**src/rtl/fifo_wr_framer.sv**
```systemverilog
// Write-side framer: splits one- or two-byte result words into FIFO byte writes under Wfull backpressure.
// Optional macro FIFO_WR_FRAMER_HI_FIRST_EN sends the high byte of wide words first.
module fifo_wr_framer #(
    parameter int unsigned DATA_WIDTH = 8,
    parameter int unsigned CNT_WIDTH  = 16
) (
    input  logic                    Wclk,
    input  logic                    Wrst,
    input  logic [2*DATA_WIDTH-1:0] In_data,
    input  logic                    In_wide,
    input  logic                    In_valid,
    output logic                    In_ready,
    input  logic                    Wfull,
    output logic [DATA_WIDTH-1:0]   Wdata,
    output logic                    Winc,
    output logic                    Busy,
    output logic [CNT_WIDTH-1:0]    Byte_cnt
);

    localparam int unsigned WORD_WIDTH = 2 * DATA_WIDTH;

    typedef enum logic [1:0] {
        IDLE   = 2'd0,
        FIRST  = 2'd1,
        SECOND = 2'd2
    } state_t;

    state_t                  state;
    state_t                  nxt_state;
    logic [WORD_WIDTH-1:0]   hold_data;
    logic                    hold_wide;
    logic                    handshake;
    logic                    commit;
    logic                    load;
    logic                    nxt_winc;
    logic [DATA_WIDTH-1:0]   nxt_wdata;
    logic [DATA_WIDTH-1:0]   first_byte_in;
    logic [DATA_WIDTH-1:0]   first_byte_hold;
    logic [DATA_WIDTH-1:0]   second_byte_hold;

    assign In_ready  = (state == IDLE) & ~Wrst;
    assign Busy      = (state != IDLE);
    assign handshake = In_valid & In_ready;
    assign commit    = Winc & ~Wfull;

    // Byte ordering; narrow words always send the low byte.
`ifdef FIFO_WR_FRAMER_HI_FIRST_EN
    assign first_byte_in    = In_wide ? In_data[WORD_WIDTH-1:DATA_WIDTH] : In_data[DATA_WIDTH-1:0];
    assign first_byte_hold  = hold_wide ? hold_data[WORD_WIDTH-1:DATA_WIDTH] : hold_data[DATA_WIDTH-1:0];
    assign second_byte_hold = hold_data[DATA_WIDTH-1:0];
`else
    assign first_byte_in    = In_data[DATA_WIDTH-1:0];
    assign first_byte_hold  = hold_data[DATA_WIDTH-1:0];
    assign second_byte_hold = hold_data[WORD_WIDTH-1:DATA_WIDTH];
`endif

    // Next state and next registered write-port values.
    always_comb begin
        nxt_state = state;
        nxt_wdata = Wdata;
        load      = 1'b0;
        case (state)
            IDLE: begin
                if (handshake) begin
                    load      = 1'b1;
                    nxt_state = FIRST;
                    nxt_wdata = first_byte_in;
                end
            end
            FIRST: begin
                if (!Wfull) begin
                    if (hold_wide) begin
                        nxt_state = SECOND;
                        nxt_wdata = second_byte_hold;
                    end else begin
                        nxt_state = IDLE;
                    end
                end else begin
                    nxt_wdata = first_byte_hold;
                end
            end
            SECOND: begin
                if (!Wfull) begin
                    nxt_state = IDLE;
                end
            end
            default: begin
                nxt_state = IDLE;
            end
        endcase
        nxt_winc = (nxt_state != IDLE);
    end

    // State, capture register and registered outputs.
    always_ff @(posedge Wclk) begin
        if (Wrst) begin
            state     <= IDLE;
            hold_data <= '0;
            hold_wide <= 1'b0;
            Winc      <= 1'b0;
            Wdata     <= '0;
            Byte_cnt  <= '0;
        end else begin
            state <= nxt_state;
            Winc  <= nxt_winc;
            Wdata <= nxt_wdata;
            if (load) begin
                hold_data <= In_data;
                hold_wide <= In_wide;
            end
            if (commit) begin
                Byte_cnt <= Byte_cnt + CNT_WIDTH'(1);
            end
        end
    end

endmodule
```
**config.mk**
```make
export PLATFORM = sky130hd
export DESIGN_NAME = fifo_wr_framer
export DESIGN_NICKNAME = d
export VERILOG_FILES = /design/src/rtl/fifo_wr_framer.sv
export SDC_FILE = /design/constraint.sdc
export NUM_CORES = 1
export LEC_CHECK = 0
export BUFFER_PORTS_ARGS = -buffer_cell sky130_fd_sc_hd__buf_2
export CAP_MARGIN = 40
export CORE_MARGIN = 5
export CORE_UTILIZATION = 50
export CTS_CLUSTER_DIAMETER = 30
export DETAILED_ROUTE_END_ITERATION = 10
export PLACE_DENSITY = 0.87
export SYNTH_ARGS = -nofsm -noshare
export SYNTH_HDL_FRONTEND = slang
export SYNTH_SLANG_ARGS = --single-unit
```
**constraint.sdc**
```tcl
create_clock -name Wclk -period 1.9 [get_ports Wclk]
set_clock_uncertainty 0.15 [all_clocks]
set_input_delay 0.19 -clock Wclk [delete_from_list [all_inputs] [get_ports Wclk]]
set_output_delay 0.19 -clock Wclk [all_outputs]
set_load 0.05 [all_outputs]
```
# Word-level counts from Yosys, hierarchy flattened
# Cells that the tools add are included.
[totals] reg_bits=44 ram_bits=0 mem_count=0 rom_bits=0 wordCells=32 latch_bits=0 output_inout_bits=27 inputBits=21
[op_classes] muxes=11 div=0 n_addsub=1 shift=0 order_cmp=0 bitwise=5 mul=0 n_eq_ne=4 reduce_logical=5
[ops] cell="$mux W8" n=3
[ops] cell="$add A16 B1 Y16 const B" n=1
[ops] cell="$pmux W8 S2" n=1
[ops] cell="$mux W2" n=4
[ops] cell="$pmux W2 S3" n=1
[ops] cell="$reduce_bool A2 Y1" n=3
[ops] cell="$and A1 B1 Y1" n=3
[ops] cell="$ne A3 B3 Y1 const B" n=1
[ops] cell="$reduce_and A3 Y1" n=1
[ops] cell="$eq A2 B1 Y1 const B" n=1
[ops] cell="$eq A2 B2 Y1 const B" n=1
[ops] cell="$logic_not A2 Y1" n=1
[ops] cell="$mux W1" n=2
[ops] cell="$ne A2 B2 Y1 const B" n=1
[ops] cell="$not A1 Y1" n=2

# Depth between registers and ports, before layout
[logic_depth] depth_word=6 mapped_depth=6 ltp_nobuf=5

# Least setup slack after synthesis
# No wires, ideal clock.
[synth_path] path_kind="register -> register" from="reg state[1]" to="reg hold_data[0]" period_less_slack_ns=2.497 n_path_buf=2 arrival_ns=2.219 setup_time_ns=0.128 path_stages_with_launch=6 setup_slack_ns=-0.597 t_required_ns=1.622 path_cell_list="dfxtp_1 > nor3_1 > and2_1 > clkbuf_1 > clkbuf_1 > o21ai_0"
[synth_via] elab_chain_cells=5
[synth_lines] item="start, declared" line="28" source="state_t state;"
[synth_lines] item="start signal, assigned" line="104" source="state <= nxt_state;"
[synth_lines] item="$logic_not A2 Y1" line="41" source="assign In_ready = (state == IDLE) & ~Wrst;"
[synth_lines] item="$and A1 B1 Y1" line="41"
[synth_lines] item="via In_ready" line="12" source="output logic In_ready,"
[synth_lines] item="$and A1 B1 Y1" line="43" source="assign handshake = In_valid & In_ready;"
[synth_lines] item="$mux W1" line="64" source="if (handshake) begin"
[synth_lines] item="$mux W1" line="62" source="case (state)"
[synth_lines] item="end signal, assigned" line="108" source="hold_data <= In_data;"
[synth_lines] item="end, declared" line="30" source="logic [WORD_WIDTH-1:0] hold_data;"
# The timed path passes the listed nets, and every way through them passes these cells.
# A chain may end at the register's enable or synchronous reset.

# Worst setup path after layout
[layout_path] from="reg Byte_cnt[0]" to="reg Byte_cnt[10]"
[layout_via] elab_chain_cells=1
[layout_lines] item="start, declared" line="17" source="output logic [CNT_WIDTH-1:0] Byte_cnt"
[layout_lines] item="start signal, assigned" line="112" source="Byte_cnt <= Byte_cnt + CNT_WIDTH'(1);"
[layout_lines] item="$add A16 B1 Y16" line="112"
# No other way between the ends.

==> run metrics <==
first-pass GRT wire length=about 7.6 mm; largest delay contributor family on the critical path=simple AND/OR/NAND/NOR gates; area grow syn2layout=33.1%; Antenna Nets Post-Route=0; fin crit share=about nine tenths; WL/cell=13.3 um; Critical Path Source Type=register; number of warning messages in the yosys log=0; I/O pins=48; Reg2Reg Setup Slack=between 0.2 and 0.25 ns; commonest cells after routing, fill and taps aside=47 x buf_2, 37 x dfxtp_1, 33 x nand2_1; worst-skew pair later-pin latency=0.28 ns; most common cell after layout, fill and taps aside=buf_2; largest net degree at the start of global routing=48; drt drc=0; critical path arrival=about 1.7 ns; HP Class=input port to register; CP Max Fanout=4; setup TNS=0 ns; GP Congestion=roughly 0.74; status=finished, final reports clean; number of synthesized register bits=44; Critical Path End Type=register; clk buf depth=2; via count=between 1500 and 2000; drt initial violations=approximately 100; TritonRoute pass-1 iters=4; vias in the first global route=~1700; Post-synth EDFFs=0; sequential area share after synthesis=a little under half; RSZ-0062 raised after global routing=false; TritonCTS buffer count=5; Final Hold Fails=0; Die Wd=72.5 um; final setup fails=0; Leak=approximately 1.1 nW; hpwl dp=2.96 mm; ys flop type=dfxtp_1; Synth Area per Inst=around 8.5 um^2; cell breakdown of the critical path=ha_1, and4b_1, nand2_1, or3_2, a21oi_1; nets=approximately 320; CP max-delay cell=or3_2; initial antenna violation count=0; Hold Slack=around 0.094 ns; die area=approximately 5300 um^2; # clock sinks=44; fin util=a little over two thirds; Worst-path clk slew=~0.080 ns; ANT cells=0; Rel. slew slack=just under 70%; Int Power=about 1.6 mW; Buf/Inv on CP=0; Initial Util=52.6%; Flop pwr share=46.7%; power density cells=between 800 and 900 nW/um^2; fin. max-slew vios=0; Comb power frac=approximately 15%; Die Ht=just over 70 um; maximum clock frequency=approximately 600 MHz; Core Rows=22; Mapped Area=1950 um^2; Worst-Margin Slew=approximately 0.46 ns; H-tree depth=2; Total Routing Usage GR=about 18%; WS Path Type=register to register; Post-synth ARST share=0%; min Tclk post-route=approximately 1.7 ns; NetSw=roughly 0.52 mW; port buffer count=between 40 and 50; layout cells sized above 1=26.6%; Sw Ratio=24.3%; final wirelength=4.58 mm; Core Footprint=~3700 um^2; synthesized net count=252; Netlist cell types=37; grt total ovfl=0; Clock Root Buffer=clkbuf_8; Clock power frac=about two fifths; Peak VDD IR=~630 uV; Crit path largest cell delay=around 0.4 ns; Gate Count Post-Synth=between 200 and 250; TritonCTS clock tree=done; Critical Path RT=approximately 2.0 ns; max_cap viols=0; Avg Vias per Cell=approximately 5.2
-- per-stage QoR --
| stage | total power, mW | std cells | instance area (um^2) | setup WS (ns) |
|---|---|---|---|---|
| final | 2.14 | 345 | 2600 | 0.227 |
| after global routing | 2.22 | 345 | 2600 | 0.116 |
| after CTS | 2.14 | 344 | 2570 | 0.0203 |
| after detailed placement | 1.30 | 320 | 2270 | 0.0799 |
| after global placement | 1.29 | 320 | 2270 | 0.168 |
| after floorplan | 1.22 | 230 | 1970 | 0.0101 |
-- path summary, 6_finish.rpt --
kind,from,endpoint,cells after the start
setup / recovery,Byte_cnt[0]$_SDFFE_PP0P_,Byte_cnt[10]$_SDFFE_PP0P_,5
setup reg to reg,Byte_cnt[0]$_SDFFE_PP0P_,Byte_cnt[10]$_SDFFE_PP0P_,5
hold reg to reg,Wdata[4]$_SDFFE_PP0P_,Wdata[4]$_SDFFE_PP0P_,2
hold / removal,In_valid,state[0]$_SDFF_PP0_,3
-- Yosys cell counts, drive strengths merged (2+ instances only) --
master | n | area [um^2]
dfxtp | 44 | 881
a21oi | 14 | 70.1
nand4 | 2 | 12.5
xor2 | 5 | 43.8
nor2b | 3 | 18.8
mux2i | 9 | 90.1
or2 | 3 | 18.8
nand2b | 28 | 175
clkbuf | 6 | 22.5
o21ai | 19 | 95.1
or3 | 2 | 15.0
inv | 2 | 7.51
nand3 | 6 | 35.0
buf | 7 | 32.5
nand2 | 33 | 124
o211ai | 8 | 60.1
nor2 | 14 | 52.6
nor3 | 6 | 30.0
xnor2 | 4 | 35.0
-- state kept, by name, indices dropped and copies added (netlist names) --
signal,cells
Byte_cnt,16
Wdata,8
Winc,1
hold_data,16
hold_wide,1
state,2
-- layer usage --
metal	up-vias	track usage, %	part of all wire (%)
li1	916	-	-
met1	848	21.4	43
met2	41	31.9	51
met3	6	3.46	5.1
met4	0	4.92	1.0
met5	-	0	0
-- worst reg2reg max path: cells and delay by family, from the launching register on --
kind	cells	cell delay, ns
DFF	1	0.36
AOI/OAI and AO/OA	1	0.14
adders and majority gates	1	0.19
and+or+nand+nor	3	0.77
-- cell type report --
cell class                      instances  area (um^2)
Clock inverter                          2         60.1
Fill cell                             283         1120
Multi-Input combinational cell        171         1030
Timing Repair Buffer                   73          485
Tap cell                               48         60.1
Sequential cell                        44          890
Inverter                                2         7.51
Clock buffer                            5         68.8
-- power by group through the flow --
stage | combinational [mW] | sequential, mW | clock (mW)
detailed placement | 0.275 | 1.02 | 0
global placement | 0.270 | 1.02 | 0
CTS | 0.303 | 0.999 | 0.838
floorplan | 0.140 | 1.08 | 0
finish | 0.319 | 0.999 | 0.820
global route | 0.347 | 1.01 | 0.871
-- timing repair --
item	4_1_cts	5_1_grt
buffers inserted	0	1
setup endpoints to repair	0	8
gates resized for setup	0	1
hold buffers	17	0
endpoints found under the hold margin	17	0
-- cells by family (layout without fill, tap and decap cells) --
family	Yosys count	in the layout	synth area share, %
AND/OR/NAND/NOR	105	105	27.9
buffers and inverters	15	82	3.20
flip-flops	44	44	45.1
adder cells (fa/ha/maj)	1	1	0.641
multiplexers	10	10	5.19
AO/OA/AOI/OAI	46	46	14.0
XOR/XNOR	9	9	4.04
No activity file was read; power rests on OpenSTA's default activity.
